--- src/rtl/tone_generator.sv ---
// Square-wave tone generator: turns a registered note/octave code into a 50%-duty
// buzzer output, switching pitch only at half-period boundaries.
module tone_generator #(
   parameter int CLK_FREQ = 100_000_000,
   parameter int CNT_W    = 20
) (
   input  logic         clk,
   input  logic         rst,
   input  logic [3:0]   note_in,
   input  logic [1:0]   octave_in,
   output logic         buzzer,
   output logic [7:0]   led_out,
   output logic [3:0]   note_active,
   output logic         playing
);

   localparam int HALF_DO = CLK_FREQ / (2 * 523);
   localparam int HALF_RE = CLK_FREQ / (2 * 587);
   localparam int HALF_MI = CLK_FREQ / (2 * 659);
   localparam int HALF_FA = CLK_FREQ / (2 * 698);
   localparam int HALF_SO = CLK_FREQ / (2 * 784);
   localparam int HALF_LA = CLK_FREQ / (2 * 880);
   localparam int HALF_SI = CLK_FREQ / (2 * 988);

   typedef enum logic {IDLE, TONE} state_t;

   state_t             state, state_next;
   logic [3:0]         note_q, octave_q_unused_guard;
   logic [1:0]         octave_q;
   logic [3:0]         act_note, act_note_next;
   logic [1:0]         act_oct, act_oct_next;
   logic [CNT_W-1:0]   cnt, cnt_next;
   logic               buzzer_next, playing_next;
   logic [7:0]         led_next;
   logic [3:0]         note_active_next;
   logic [CNT_W-1:0]   base_half, period;

   assign octave_q_unused_guard = 4'd0;

   // Out-of-range codes are folded here so everything downstream sees clean values.
   always_ff @(posedge clk or posedge rst) begin
      if (rst) begin
         note_q   <= 4'd0;
         octave_q <= 2'd0;
      end else begin
         note_q   <= note_in[3] ? 4'd0 : note_in;
         octave_q <= (octave_in == 2'd3) ? 2'd1 : octave_in;
      end
   end

   always_comb begin
      case (act_note)
         4'd1:    base_half = CNT_W'(HALF_DO);
         4'd2:    base_half = CNT_W'(HALF_RE);
         4'd3:    base_half = CNT_W'(HALF_MI);
         4'd4:    base_half = CNT_W'(HALF_FA);
         4'd5:    base_half = CNT_W'(HALF_SO);
         4'd6:    base_half = CNT_W'(HALF_LA);
         4'd7:    base_half = CNT_W'(HALF_SI);
         default: base_half = '0;
      endcase
      case (act_oct)
         2'd0:    period = base_half << 1;
         2'd2:    period = base_half >> 1;
         default: period = base_half;
      endcase
   end

   always_ff @(posedge clk or posedge rst) begin
      if (rst) begin
         state       <= IDLE;
         cnt         <= '0;
         act_note    <= 4'd0;
         act_oct     <= 2'd0;
         buzzer      <= 1'b0;
         led_out     <= 8'h00;
         note_active <= 4'd0;
         playing     <= 1'b0;
      end else begin
         state       <= state_next;
         cnt         <= cnt_next;
         act_note    <= act_note_next;
         act_oct     <= act_oct_next;
         buzzer      <= buzzer_next;
         led_out     <= led_next;
         note_active <= note_active_next;
         playing     <= playing_next;
      end
   end

   always_comb begin
      state_next       = state;
      cnt_next         = cnt;
      act_note_next    = act_note;
      act_oct_next     = act_oct;
      buzzer_next      = buzzer;
      led_next         = led_out;
      note_active_next = note_active;
      playing_next     = playing;
      case (state)
         IDLE: begin
            cnt_next    = '0;
            buzzer_next = 1'b0;
            if (note_q != 4'd0) begin
               state_next       = TONE;
               buzzer_next      = 1'b1;
               act_note_next    = note_q;
               act_oct_next     = octave_q;
               led_next         = 8'b1 << note_q;
               note_active_next = note_q;
               playing_next     = 1'b1;
            end
         end
         TONE: begin
            if (cnt == period - 1'b1) begin
               // Input is only re-sampled here, so pitch never changes mid half-period.
               cnt_next = '0;
               if (note_q == 4'd0) begin
                  state_next       = IDLE;
                  buzzer_next      = 1'b0;
                  led_next         = 8'h00;
                  note_active_next = 4'd0;
                  playing_next     = 1'b0;
               end else begin
                  buzzer_next = ~buzzer;
                  if (note_q != act_note || octave_q != act_oct) begin
                     act_note_next    = note_q;
                     act_oct_next     = octave_q;
                     led_next         = 8'b1 << note_q;
                     note_active_next = note_q;
                  end
               end
            end else begin
               cnt_next = cnt + 1'b1;
            end
         end
         default: state_next = IDLE;
      endcase
   end

endmodule
--- config.mk ---
export PLATFORM = sky130hd
export DESIGN_NAME = tone_generator
export DESIGN_NICKNAME = d
export VERILOG_FILES = /design/src/rtl/tone_generator.sv
export SDC_FILE = /design/constraint.sdc
export NUM_CORES = 1
export LEC_CHECK = 0
export BUFFER_PORTS_ARGS = -buffer_cell sky130_fd_sc_hd__buf_4
export CAP_MARGIN = 5
export CELL_PAD_IN_SITES_DETAIL_PLACEMENT = 0
export CELL_PAD_IN_SITES_GLOBAL_PLACEMENT = 1
export CORE_MARGIN = 10
export CORE_UTILIZATION = 51
export CTS_BUF_LIST = sky130_fd_sc_hd__clkbuf_4 sky130_fd_sc_hd__clkbuf_8
export DETAILED_ROUTE_END_ITERATION = 10
export GPL_TIMING_DRIVEN = 0
export PLACE_DENSITY = 0.92
export SETUP_SLACK_MARGIN = 0.15
export SYNTH_ARGS = -nofsm -noshare
export SYNTH_HDL_FRONTEND = slang
export SYNTH_SLANG_ARGS = --single-unit
--- constraint.sdc ---
create_clock -name clk -period 7.1 [get_ports clk]
set_input_delay 0.355 -clock clk [delete_from_list [all_inputs] [get_ports clk]]
set_output_delay 0.355 -clock clk [all_outputs]
set_load 0.02 [all_outputs]
* Word-level counts from Yosys, hierarchy flattened
Index checks and enable logic that the tools add are counted.
** Cells by class
- Reduce and logical (&&, ||, !) cells :: 7
- Shift-type cells :: 1
- Mux-type cells :: 35
- Bitwise operators :: 2
- Add/sub/neg operators :: 2
- Equality and inequality tests :: 18
** Operators with widths (number)
- case mux 17 bit (7 select lines) :: 1
- case mux 20 bit (2 select lines) :: 2
- two-way mux 8 bit :: 4
- two-way mux 4 bit :: 6
- adder 20 x 1 -> 20 bit, second input constant :: 1
- == test 20 bit :: 1
- two-way mux 20 bit :: 1
- subtractor 20 x 1 -> 20 bit, second input constant :: 1
- == test 4 x 3 -> 1 bit, second input constant :: 4
- case mux 4 bit (2 select lines) :: 2
- case mux 8 bit (2 select lines) :: 1
- two-way mux 2 bit :: 5
- == test 4 x 2 -> 1 bit, second input constant :: 2
- two-way mux 1 bit :: 8
- << shifter 1 x 3 -> 8 bit, first input constant :: 1
- inequality test 2 x 1 -> 1 bit, second input constant :: 3
- case mux 1 bit (2 select lines) :: 3
- AND reduction 3 bit :: 2
- == test 2 bit, second input constant :: 2
- == test 4 x 1 -> 1 bit, second input constant :: 1
- zero test 4 bit :: 1
- inequality test 2 bit, second input constant :: 2
- inequality test 3 x 4 -> 1 bit :: 1
- case mux 2 bit (2 select lines) :: 1
- 8 further kinds :: 9
** Word-level totals
- Output and inout bits :: 14
- Word-level logic and storage cells :: 75
- Register bits after elaboration :: 46
- Input bits :: 8

* Longest topological paths before layout
- Depth after elaboration :: 7
- Depth in mapped cells :: 18
- Mapped depth without buffers :: 13

* Worst setup path before layout
Ideal clock, no wire load.
- Path type :: reg2reg
- From :: register act_oct[0]
- To :: register act_note[2]
- Setup slack :: 2.851 ns
- Arrival time :: 4.124 ns
- Stages on the path, launching flop included :: 16
- Required time :: 6.975 ns
- Library setup time :: 0.125 ns
- Path buffers :: 2
- Period minus slack after synthesis :: 4.249 ns
- Cell sequence :: dfrtp_1 > buf_2 > clkbuf_1 > nand2b_1 > and3_1 > nor4_1 > inv_1 > ha_1 > xnor2_1 > a31o_1 > or3_1 > or3_1 > or4_4 > nor4_4 > a31oi_2 > mux2_4
** Between the ends
- Word-level cells in the longest chain between the ends :: 6
- Elaborated cells between the ends (all ways) :: 10
- Those cells by class :: 1 x add/sub; 5 x eq/ne; 1 x mux; 3 x reduce/logical
** RTL lines
- start: declaration :: RTL line 31 : logic [1:0] act_oct, act_oct_next;
- start signal: assignment :: RTL line 83 : act_oct <= act_oct_next;
- == test 2 bit or zero test 2 bit (tied branches) :: RTL line 62 : case (act_oct)
- case mux 20 bit (2 select lines) :: RTL line 62
- subtractor 20 x 1 -> 20 bit :: RTL line 115 : if (cnt == period - 1'b1) begin
- == test 20 bit :: RTL line 115
- inequality test 2 x 1 -> 1 bit (no line)
- AND reduction 4 bit (no line) (*)
- end signal: assignment :: RTL line 82 : act_note <= act_note_next;
- end: declaration :: RTL line 30 : logic [3:0] act_note, act_note_next;
Every way passes the cells marked *; elsewhere a longest branch is shown, timed or not.
A chain may end at the register's enable or synchronous reset.

* Final worst setup path
- From :: register act_note[1]
- To :: register act_note[2]
** Between the ends
- Word-level cells in the longest chain between the ends :: 7
- Elaborated cells between the ends (all ways) :: 16
- Those cells by class :: 1 x add/sub; 11 x eq/ne; 2 x mux; 2 x reduce/logical
** RTL lines
- == test 4 x 3 -> 1 bit (tied with other cells) :: RTL line 52 : case (act_note)
- case mux 17 bit (7 select lines) :: RTL line 52
- case mux 20 bit (2 select lines) :: RTL line 62
- subtractor 20 x 1 -> 20 bit :: RTL line 115
- == test 20 bit :: RTL line 115
- inequality test 2 x 1 -> 1 bit (no line)
- AND reduction 4 bit (no line) (*)
Marks and branches as above.

==> results.toml <==
[run_status]
status = "complete, no violations"

[timing]
tns_ps = 0
fin_worst_skew_ps = 12.6
fmax_mhz = 193
whs_ps = 203
min_period_over_period_pct = 73.1
slew_viol_final = 0
period_needed_ps = 5190
hold_viol_final = 0
rsz0062_at_grt = "false"
setup_viol = 0
worst_slew_pin_slew_ps = 908
slew_headroom_pct = 39.3

[synth]
yosys_warnings = 0
seq_area_frac_synth_pct = 31.5
syn_inst = 420
synth_top_area_cell = "dfrtp_1"
synth_seq_cells = 44
netlist.area_leader.share_pct = 31.5
synth_area_um2 = 3500
yosys-top-cells-area = "dfrtp_1 31%, xor2_1 5.0%, xnor2_1 4.0%"
synth_edf_count = 0
syn_nets = 433
async_flop_share_pct = 100
yosysUniqueCellTypes = 73
syn_avg_cell_area_um2 = 8.33
ys.flop_type = "dfrtp_1"

[worst_setup_path]
cp.required_ps = 7290
critPathLaunch = "act_note[1]"
critPathKind = "register to register"
cp_data_arrival_time_ps = 5380
regToRegStartpoint = "act_note[1]"
crit_fanout = 10
r2r-end = "act_note[2]"
startpoint_type = "register"
rrSetupSlack_ps = 1910
end_kind = "register"
reg2reg_depth = 15

[route]
wl_per_cell_um = 18.9
antenna_left = 0
drt-total-wl_mm = 9.95
vias = 3389
drt_first_iter_violations = 240
drc = 0
firstDrtPassIters = 6
via_per_inst = 6.43

[clocking]
clkTransAtPathRegs_ps = 80
cts.htree.levels = 2
cts-root-buf = "clkbuf_8"
clock-sinks = 44
clkLatencyLatePin_ps = 300
post_cts_resize_count = 0
tritoncts = "built"
holdBufCountCts = 0
cts.path.max_buffers = 2
cts_buffers = 5
cts_setup_buffers = 0

[floorplan]
die_area_um2 = 10600
coreArea_um2 = 6720
io_pins = 22
start_util_pct = 52.1
num_rows = 30
die_h_um = 103
die_x_um = 103

[cells_and_area]
final_layout_size_suffix_gt1_share_pct = 13.2
area_growth_pct = 9.47
diodes = 0
nets = 460
instances_no_fill = 527

[power]
share_seq_of_total_power_pct = 35.3
powerDensity_nw_per_um2 = 241
total_power_mw = 0.923
p_clk_share_pct = 16.6
swShare_pct = 42.5
switchingPower_mw = 0.393
internal_power_mw = 0.531
leakage_nw = 1.62
peakVddDrop_uv = 170
pwr-share-comb_pct = 48.2

[flow_run]
drv_cap = 0

[grt]
grt_pass1_vias = 3122
grt_pass1_wl_mm = 16.6
grt.overflow.total = 0
grt_max_degree = 45
track_usage_pct = 19.9
antenna_found_initial = 0

[worst_hold_path]
hold_path.class = "input port to register"
holdPathEnd = "octave_q[1]"
min_path_cells = 2
min_from = "octave_in[0]"

[placement]
port_buffers = 20
dpl.cell_count = 520
place_congestion = 0.977
hpwlAfterDp_mm = 7.50
[Yosys cell counts, types with 3 or more instances]
| cell type | instances |
|---|---|
| dfrtp_1 | 44 |
| nor2_1 | 32 |
| nand2_1 | 29 |
| nand3_1 | 24 |
| xor2_1 | 20 |
| xnor2_1 | 16 |
| a21oi_1 | 14 |
| clkbuf_1 | 14 |
| inv_1 | 14 |
| nor2b_1 | 13 |
| nor3_1 | 13 |
| buf_2 | 12 |
| o21ai_0 | 10 |
| nand2b_1 | 9 |
| a31oi_1 | 8 |
| and3_1 | 8 |
| or3_1 | 8 |
| nor4_1 | 7 |
| or4_1 | 7 |
| a211oi_1 | 5 |
| ha_1 | 5 |
| nand4_1 | 5 |
| o211ai_1 | 5 |
| o32ai_1 | 5 |
| a21o_1 | 4 |
| buf_4 | 4 |
| nor4b_1 | 4 |
| o22ai_1 | 4 |
| a22oi_1 | 3 |
| and2_1 | 3 |
| buf_1 | 3 |
| mux2_4 | 3 |
| mux2i_1 | 3 |
| nor3b_1 | 3 |
| o21a_1 | 3 |
| o21ai_1 | 3 |
| o31ai_1 | 3 |
[power by group through the flow]
stage	Clock, mW	Combinational, mW	Sequential (mW)
6_report	0.153	0.445	0.326
5_1_grt	0.169	0.487	0.330
4_1_cts	0.158	0.437	0.324
3_5_place_dp	0	0.433	0.329
3_3_place_gp	0	0.433	0.328
2_1_floorplan	0	0.329	0.320
[worst max-delay path by stage]
| stage | end | slack, ps | cells past startpoint |
|---|---|---|---|
| floorplan | act_note[2] | 2850 | 15 |
| global placement | act_oct[0] | 2030 | 15 |
| detailed placement | act_note[2] | 2060 | 15 |
| CTS | act_note[2] | 2020 | 15 |
| global route | cnt[2] | 1540 | 16 |
| finish | act_note[2] | 1910 | 15 |
[layout make-up]
cell class / instances / area, um^2
Sequential cell: 44 / 1100
Clock inverter: 1 / 5.00
Multi-Input combinational cell: 326 / 2170
Timing Repair Buffer: 20 / 150
Clock buffer: 6 / 76.3
Inverter: 15 / 56.3
Tap cell: 80 / 100
Buffer: 35 / 176
Fill cell: 648 / 2890
[per-stage QoR]
| step | area, um^2 | setup slack [ps] | util (%) |
|---|---|---|---|
| 2_1_floorplan | 3500 | 2850 | - |
| 3_3_place_gp | 3750 | 2030 | 55.8 |
| 3_5_place_dp | 3750 | 2060 | 55.8 |
| 4_1_cts | 3830 | 2020 | 57.0 |
| 5_1_grt | 3830 | 1540 | 57.0 |
| 6_report | 3830 | 1910 | 57.0 |
[critical path, stage by stage, from the launching register on]
cell and delay, ps:
dfrtp_1 350, buf_6 120, clkbuf_1 360, buf_1 450, o21ai_0 170, a22oi_1 310, ha_1 190, buf_2 200
nor4b_1 660, nand3_1 150, o21a_1 150, or3_1 370, or4_4 550, nor4_4 450, a31oi_2 250, mux2_4 340
[cells by family (layout without fill, tap and decap cells)]
kind of cell | after synthesis | after routing | share of synthesized area, %
and+or+nand+nor | 179 | 179 | 28.2
xor gates and xnor gates | 36 | 36 | 9.01
buffers and inverters | 50 | 77 | 6.65
muxes | 8 | 8 | 2.79
adders and majority gates | 5 | 5 | 1.79
other | 1 | 1 | 0.107
DFF | 44 | 44 | 31.5
AOI/OAI and AO/OA | 97 | 97 | 20.0
[metal layers]
layer | track usage, % | vias up | wire, um
li1 | - | 1594 | -
met1 | 27.7 | 1586 | 4460
met2 | 30.1 | 185 | 4400
met3 | 3.75 | 24 | 940
met4 | 6.42 | 0 | 157
met5 | 0 | - | 0
[placed cells by master, fill, tap and decap left out, types with 9 or more instances in the layout]
cell type / count
inv_1: 13
nand2_1: 29
xnor2_1: 16
clkbuf_1: 14
xor2_1: 20
nor2_1: 32
a21oi_1: 14
dfrtp_1: 44
buf_2: 12
nor2b_1: 13
nand2b_1: 9
o21ai_0: 10
buf_4: 24
nand3_1: 24
nor3_1: 13
[registers in the layout, summed over array words and instances (netlist names)]
| name | flops |
|---|---|
| buzzer | 1 |
| octave_q | 2 |
| led_out | 8 |
| act_oct | 2 |
| note_active | 3 |
| note_q | 3 |
| state | 1 |
| cnt | 20 |
| playing | 1 |
| act_note | 3 |
(Power assumes the default switching activity.)
